$ cat src/rtl/video_timing_pkg.sv
// Shared video timing constants, sync polarity values and the control bundle
// that travels from the counters through the latency-matching delay line.
package video_timing_pkg;

    localparam int H_ACTIVE_480P = 640;
    localparam int H_FP_480P     = 16;
    localparam int H_SYNC_480P   = 96;
    localparam int H_BP_480P     = 48;
    localparam int V_ACTIVE_480P = 480;
    localparam int V_FP_480P     = 10;
    localparam int V_SYNC_480P   = 2;
    localparam int V_BP_480P     = 33;

    localparam int H_ACTIVE_720P = 1280;
    localparam int H_FP_720P     = 110;
    localparam int H_SYNC_720P   = 40;
    localparam int H_BP_720P     = 220;
    localparam int V_ACTIVE_720P = 720;
    localparam int V_FP_720P     = 5;
    localparam int V_SYNC_720P   = 5;
    localparam int V_BP_720P     = 20;

    localparam logic SYNC_ACT_LOW  = 1'b0;
    localparam logic SYNC_ACT_HIGH = 1'b1;

    // Field order fixes the bit layout used for the delay line reset value.
    typedef struct packed {
        logic active;
        logic hsync;
        logic vsync;
    } vid_ctl_t;

    function automatic int total(input int active, input int fp, input int sync, input int bp);
        return active + fp + sync + bp;
    endfunction

endpackage

$ cat src/rtl/sig_delay.sv
// Fixed-depth shift register with async reset to a per-bit value.
// DEPTH=0 degenerates to a plain wire.
module sig_delay #(
    parameter int               WIDTH   = 1,
    parameter int               DEPTH   = 1,
    parameter logic [WIDTH-1:0] RST_VAL = '0
) (
    input  logic             i_clk,
    input  logic             i_rst,
    input  logic [WIDTH-1:0] i_d,
    output logic [WIDTH-1:0] o_q
);

    generate
        if (DEPTH == 0) begin : g_wire
            logic w_unused_clk_rst;
            assign w_unused_clk_rst = i_clk ^ i_rst;
            assign o_q = i_d;
        end else begin : g_pipe
            logic [DEPTH-1:0][WIDTH-1:0] r_pipe;
            always_ff @(posedge i_clk or posedge i_rst) begin
                if (i_rst) begin
                    r_pipe <= {DEPTH{RST_VAL}};
                end else begin
                    r_pipe[0] <= i_d;
                    for (int i = 1; i < DEPTH; i++) r_pipe[i] <= r_pipe[i-1];
                end
            end
            assign o_q = r_pipe[DEPTH-1];
        end
    endgenerate

endmodule

$ cat src/rtl/vga_timing_out.sv
// Parametrised video timing generator with a latency-matched, registered VGA
// output stage. Coordinates leave combinationally; pins trail by PIX_LATENCY+1.
module vga_timing_out
    import video_timing_pkg::*;
#(
    parameter int   H_ACTIVE    = H_ACTIVE_480P,
    parameter int   H_FP        = H_FP_480P,
    parameter int   H_SYNC      = H_SYNC_480P,
    parameter int   H_BP        = H_BP_480P,
    parameter int   V_ACTIVE    = V_ACTIVE_480P,
    parameter int   V_FP        = V_FP_480P,
    parameter int   V_SYNC      = V_SYNC_480P,
    parameter int   V_BP        = V_BP_480P,
    parameter logic HSYNC_POL   = SYNC_ACT_LOW,
    parameter logic VSYNC_POL   = SYNC_ACT_LOW,
    parameter int   COLOR_BITS  = 4,
    parameter int   COORD_W     = 10,
    parameter int   PIX_LATENCY = 1
) (
    input  logic                  i_clk_pix,
    input  logic                  i_rst_pix,
    output logic [COORD_W-1:0]    o_x,
    output logic [COORD_W-1:0]    o_y,
    output logic                  o_line_start,
    output logic                  o_frame_start,
    output logic [7:0]            o_frame_cnt,
    input  logic [COLOR_BITS-1:0] i_pix_r,
    input  logic [COLOR_BITS-1:0] i_pix_g,
    input  logic [COLOR_BITS-1:0] i_pix_b,
    output logic [COLOR_BITS-1:0] o_vga_r,
    output logic [COLOR_BITS-1:0] o_vga_g,
    output logic [COLOR_BITS-1:0] o_vga_b,
    output logic                  o_vga_hsync,
    output logic                  o_vga_vsync,
    output logic                  o_vga_de
);

    localparam int H_TOTAL = total(H_ACTIVE, H_FP, H_SYNC, H_BP);
    localparam int V_TOTAL = total(V_ACTIVE, V_FP, V_SYNC, V_BP);

    localparam logic [COORD_W-1:0] H_LAST   = COORD_W'(H_TOTAL - 1);
    localparam logic [COORD_W-1:0] V_LAST   = COORD_W'(V_TOTAL - 1);
    localparam logic [COORD_W-1:0] H_ACT    = COORD_W'(H_ACTIVE);
    localparam logic [COORD_W-1:0] V_ACT    = COORD_W'(V_ACTIVE);
    localparam logic [COORD_W-1:0] HS_START = COORD_W'(H_ACTIVE + H_FP);
    localparam logic [COORD_W-1:0] HS_END   = COORD_W'(H_ACTIVE + H_FP + H_SYNC);
    localparam logic [COORD_W-1:0] VS_START = COORD_W'(V_ACTIVE + V_FP);
    localparam logic [COORD_W-1:0] VS_END   = COORD_W'(V_ACTIVE + V_FP + V_SYNC);

    localparam vid_ctl_t CTL_IDLE = '{active: 1'b0, hsync: ~HSYNC_POL, vsync: ~VSYNC_POL};

    logic [COORD_W-1:0] r_h;
    logic [COORD_W-1:0] r_v;
    logic [7:0]         r_frame_cnt;

    always_ff @(posedge i_clk_pix or posedge i_rst_pix) begin
        if (i_rst_pix) begin
            r_h         <= '0;
            r_v         <= '0;
            r_frame_cnt <= '0;
        end else if (r_h == H_LAST) begin
            r_h <= '0;
            if (r_v == V_LAST) begin
                r_v         <= '0;
                r_frame_cnt <= r_frame_cnt + 8'd1;
            end else begin
                r_v <= r_v + 1'b1;
            end
        end else begin
            r_h <= r_h + 1'b1;
        end
    end

    assign o_x           = r_h;
    assign o_y           = r_v;
    assign o_line_start  = (r_h == '0);
    assign o_frame_start = (r_h == '0) && (r_v == '0);
    assign o_frame_cnt   = r_frame_cnt;

    logic     w_hs_asserted;
    logic     w_vs_asserted;
    vid_ctl_t w_ctl;
    vid_ctl_t w_ctl_dly;

    assign w_hs_asserted = (r_h >= HS_START) && (r_h < HS_END);
    assign w_vs_asserted = (r_v >= VS_START) && (r_v < VS_END);
    assign w_ctl.active  = (r_h < H_ACT) && (r_v < V_ACT);
    assign w_ctl.hsync   = w_hs_asserted ? HSYNC_POL : ~HSYNC_POL;
    assign w_ctl.vsync   = w_vs_asserted ? VSYNC_POL : ~VSYNC_POL;

    // Aligns control with the pixel generator's output for the same coordinate.
    sig_delay #(
        .WIDTH   ($bits(vid_ctl_t)),
        .DEPTH   (PIX_LATENCY),
        .RST_VAL (CTL_IDLE)
    ) u_ctl_dly (
        .i_clk (i_clk_pix),
        .i_rst (i_rst_pix),
        .i_d   (w_ctl),
        .o_q   (w_ctl_dly)
    );

    always_ff @(posedge i_clk_pix or posedge i_rst_pix) begin
        if (i_rst_pix) begin
            o_vga_r     <= '0;
            o_vga_g     <= '0;
            o_vga_b     <= '0;
            o_vga_de    <= 1'b0;
            o_vga_hsync <= ~HSYNC_POL;
            o_vga_vsync <= ~VSYNC_POL;
        end else begin
            o_vga_de    <= w_ctl_dly.active;
            o_vga_hsync <= w_ctl_dly.hsync;
            o_vga_vsync <= w_ctl_dly.vsync;
            if (w_ctl_dly.active) begin
                o_vga_r <= i_pix_r;
                o_vga_g <= i_pix_g;
                o_vga_b <= i_pix_b;
            end else begin
                o_vga_r <= '0;
                o_vga_g <= '0;
                o_vga_b <= '0;
            end
        end
    end

endmodule

$ cat config.mk
export PLATFORM = sky130hd
export DESIGN_NAME = vga_timing_out
export DESIGN_NICKNAME = d
export VERILOG_FILES = /design/src/rtl/video_timing_pkg.sv /design/src/rtl/sig_delay.sv /design/src/rtl/vga_timing_out.sv
export SDC_FILE = /design/constraint.sdc
export NUM_CORES = 1
export LEC_CHECK = 0
export ABC_AREA = 1
export ABC_CLOCK_PERIOD_IN_PS = 1450
export CORE_MARGIN = 2
export CORE_UTILIZATION = 41
export DETAILED_ROUTE_END_ITERATION = 10
export PLACE_DENSITY = 0.73
export SETUP_SLACK_MARGIN = 0.1
export SKIP_LAST_GASP = 1
export SYNTH_ARGS = -nofsm -noshare
export SYNTH_HDL_FRONTEND = slang
export SYNTH_SLANG_ARGS = --single-unit
$ cat constraint.sdc
create_clock -name i_clk_pix -period 1.45 [get_ports i_clk_pix]
set_input_delay 0.2175 -clock i_clk_pix [delete_from_list [all_inputs] [get_ports i_clk_pix]]
set_output_delay 0.2175 -clock i_clk_pix [all_outputs]
set_load 0.01 [all_outputs]
==> flow_summary_export.csv <==
group,metric,value,unit
placement,dp_hpwl,3.86,mm
pwr,ir_worst_vdd,0.000390,V
die,start_util,42.2,%
routing,drtPass1Iterations,4,
final_layout,fillers,466,
pwr,p_leak,1.98,nW
setup_path,cp-start-kind,"flip-flop",
final_layout,ff_latch_area,1160,um2
yosys,syn_inst,256,
yosys,synth_seq_cells,46,
die,die_w,79.1,um
grt,grt_use_met3,4.09,%
die,die_y,79.1,um
sta,finalCritPeriodShare,120,%
grt,grt_pass1_wl,9.14,mm
setup_path,cpMostUsedCell,"inv_2",
routing,drtIter0Drc,34,
die,die-area,6250,um2
setup_path,required,1.23,ns
grt,antenna_found_initial,0,
placement,place_inst,419,
setup_path,crit_chain,"inv_2 -> ha_4 -> inv_2 -> nor2_4 -> nand3_2 -> nor4_4 -> buf_2",
sta,tightestPinTransition,0.390,ns
sta,worst_slack,-0.285,ns
final_layout,layout.nets,394,
grt,grt_use_total,18.5,%
clock_network,cts_buffers,5,
yosys,synth_area,2310,um2
clock_network,clkTransAtPathRegs,0.09,ns
clock_network,hold_buffers,0,
final_layout,multiInputGateArea,1140,um2
routing,postRouteAntennaNets,0,
final_layout,antenna_cells,0,
sta,hold_violations,0,
sta,final_max_slew_viol_count,0,
yosys,ys_seq_area_share,50.0,%
sta,skew,0.00446,ns
setup_path,crit_buf_inv,3,
min_path,hold_class,"in2async",
grt,grt_pass1_vias,1976,
sta,slew_headroom,74.0,%
setup_path,crit_family,"flip-flops",
routing,wirelength,5.71,mm
yosys,ys_types,31,
grt,grt_use_met2,31.0,%
routing,viasPerCell,4.67,
grt,grt_overflow,0,
final_layout,area_delta_synth_final,58.4,%
status,status,"finished with violations",
clock_network,cts_sinks,46,
sta,rsz0062_at_grt,"yes",
job,drv_cap,0,
yosys,avgSynthCellArea,9.03,um2
clock_network,htreeDepth,2,
yosys,syn_nets,276,
setup_path,cp.arrival,1.52,ns
pwr,total_power,2.59,mW
setup_path,cp_slowest_cell,"dfrtp_2",
die,pin_count,59,
setup_path,worst_setup_path_end_kind,"primary output",
setup_path,max_stage_delay,0.42,ns
pwr,power_density,708,nW/um2
die,num_rows,27,
placement,port_buffers,58,
yosys,yosys.area.top_type,"dfrtp_1",
final_layout,fin_cells,447,
routing,wl_per_cell,12.8,um
grt,grt_use_met1,24.1,%
sta,max_freq,576,MHz
die,core_area,5470,um2
routing,via_count,2089,
clock_network,cts_tree,"yes",
sta,setup_viol,24,
setup_path,path_class,"reg2out",
yosys,synth.top_cell.area_share,45.5,%
setup_path,critPathMaxFanout,2,
clock_network,cts-root-buf,"clkbuf_8",
clock_network,clkLatencyLatePin,0.30,ns
yosys,synth-warning-count,0,
placement,gp_congestion,0.870,
yosys,yosys-top-cells-area,"dfrtp_1, nand2_1, inv_1",
final_layout,drive_gt1_share,36.0,%
status,violations,"negative setup slack",
clock_network,clockBufferDepth,2,
routing,drc_errors,0,
grt,grt_start_max_net_pins,47,
sta,finalCriticalPeriod,1.74,ns
grt,grt.busiest_layer,"met2",
## registers in the layout (all words and copies together) (netlist names)
name	cells
o_x	10
o_y	10
o_vga_r	4
u_ctl_dly.o_q	3
o_vga_hsync	1
o_vga_vsync	1
o_frame_cnt	8
o_vga_b	4
o_vga_de	1
o_vga_g	4
## repair_timing
| item | in CTS | in global routing |
|---|---|---|
| gates resized for setup | 96 | 28 |
| buffers inserted | 16 | 7 |
| setup endpoints to repair | 67 | 43 |
| endpoints found under the hold margin | 0 | 0 |
| pin swaps | 7 | 6 |
## power breakdown
part | internal, mW | switching (mW) | leakage, nW
sequential | 1.30 | 0.00312 | 0.569
combinational | 0.0581 | 0.0525 | 1.34
clock | 0.735 | 0.444 | 0.0714
## cells by family after synthesis
kind of cell / synth area share, %
simple gates: 28.9
flops: 50.0
fa+ha+maj: 3.25
compound gates: 5.09
xor+xnor: 5.58
buf+inv: 7.20
## per-layer routing
metal,part of all wire [%],up-vias,wire length (um)
met2,50,63,2830
met5,0,-,0
li1,-,1037,-
met3,5.5,7,314
met4,1.1,0,65
met1,44,982,2490
## cell usage after synthesis, drive strengths merged
library cell	number
nand2	68
dfrtp	42
inv	42
nor2	34
nand3	17
o21ai	11
xor2	7
ha	6
xnor2	6
nand4	5
a21oi	4
dfstp	4
a31oi	2
nor3	2
buf	1
clkbuf	1
nor4	1
o2111ai	1
o22ai	1
o31ai	1
## metrics by stage
step | instance area [um2] | utilization [%] | setup slack, ns | TNS, ns | hold slack [ns]
after floorplan | 2380 | - | 0.0533 | 0 | 0.321
after global placement | 3320 | 60.7 | -0.331 | -0.774 | 0.346
after detailed placement | 3320 | 60.7 | -0.346 | -1.11 | 0.347
after CTS | 3600 | 65.9 | -0.272 | -1.01 | 0.288
after global routing | 3660 | 66.9 | -0.364 | -3.73 | 0.291
final | 3660 | 66.9 | -0.285 | -1.71 | 0.271
## worst min-delay path: cells and delay by family
kind	cells	cell delay [ns]
buffers and inverters	3	0.73
## path summary, 6_finish.rpt
kind | start | to | slack, ns | cells past startpoint
max in group asynchronous | i_rst_pix | o_vga_hsync | 0.91 | 3
min in group i_clk_pix | u_ctl_dly.o_q[1] | o_vga_hsync | 0.36 | 0
worst max-delay path | o_y[1] | o_frame_start | -0.29 | 7
worst min register to register | u_ctl_dly.o_q[1] | o_vga_hsync | 0.36 | 0
worst max register to register | o_x[0] | o_y[3] | -0.11 | 9
worst min-delay path | i_rst_pix | o_frame_cnt[6] | 0.27 | 3
## layout make-up
type / count / share of cell area (%)
Sequential cell: 46 / 31.8
Multi-Input combinational cell: 166 / 31.1
Timing Repair Buffer: 113 / 26.4
Inverter: 42 / 4.38
Tap cell: 72 / 2.46
Clock buffer: 6 / 2.26
Clock inverter: 2 / 1.64
## cell usage in the layout (no fill, tap or decap), types with 4 or more instances in the layout
cell and instances:
a21oi_1 4, xnor2_1 4, dfrtp_2 5, inv_2 5, ha_1 4, nor2_2 6
o21ai_1 4, clkbuf_8 6, nor2_1 18, clkdlybuf4s50_1 13, dfrtp_1 37, nor2_4 7
clkbuf_2 7, nand3_2 4, nand3_1 11, buf_4 47, o21ai_0 5, clkdlybuf4s15_1 8
xor2_1 7, dfstp_2 4, inv_1 35, buf_6 10, dlygate4sd2_1 23, nand2_2 5
nand2_4 6, nand2_1 57
Note: power is estimated with default switching activity, not from simulation.
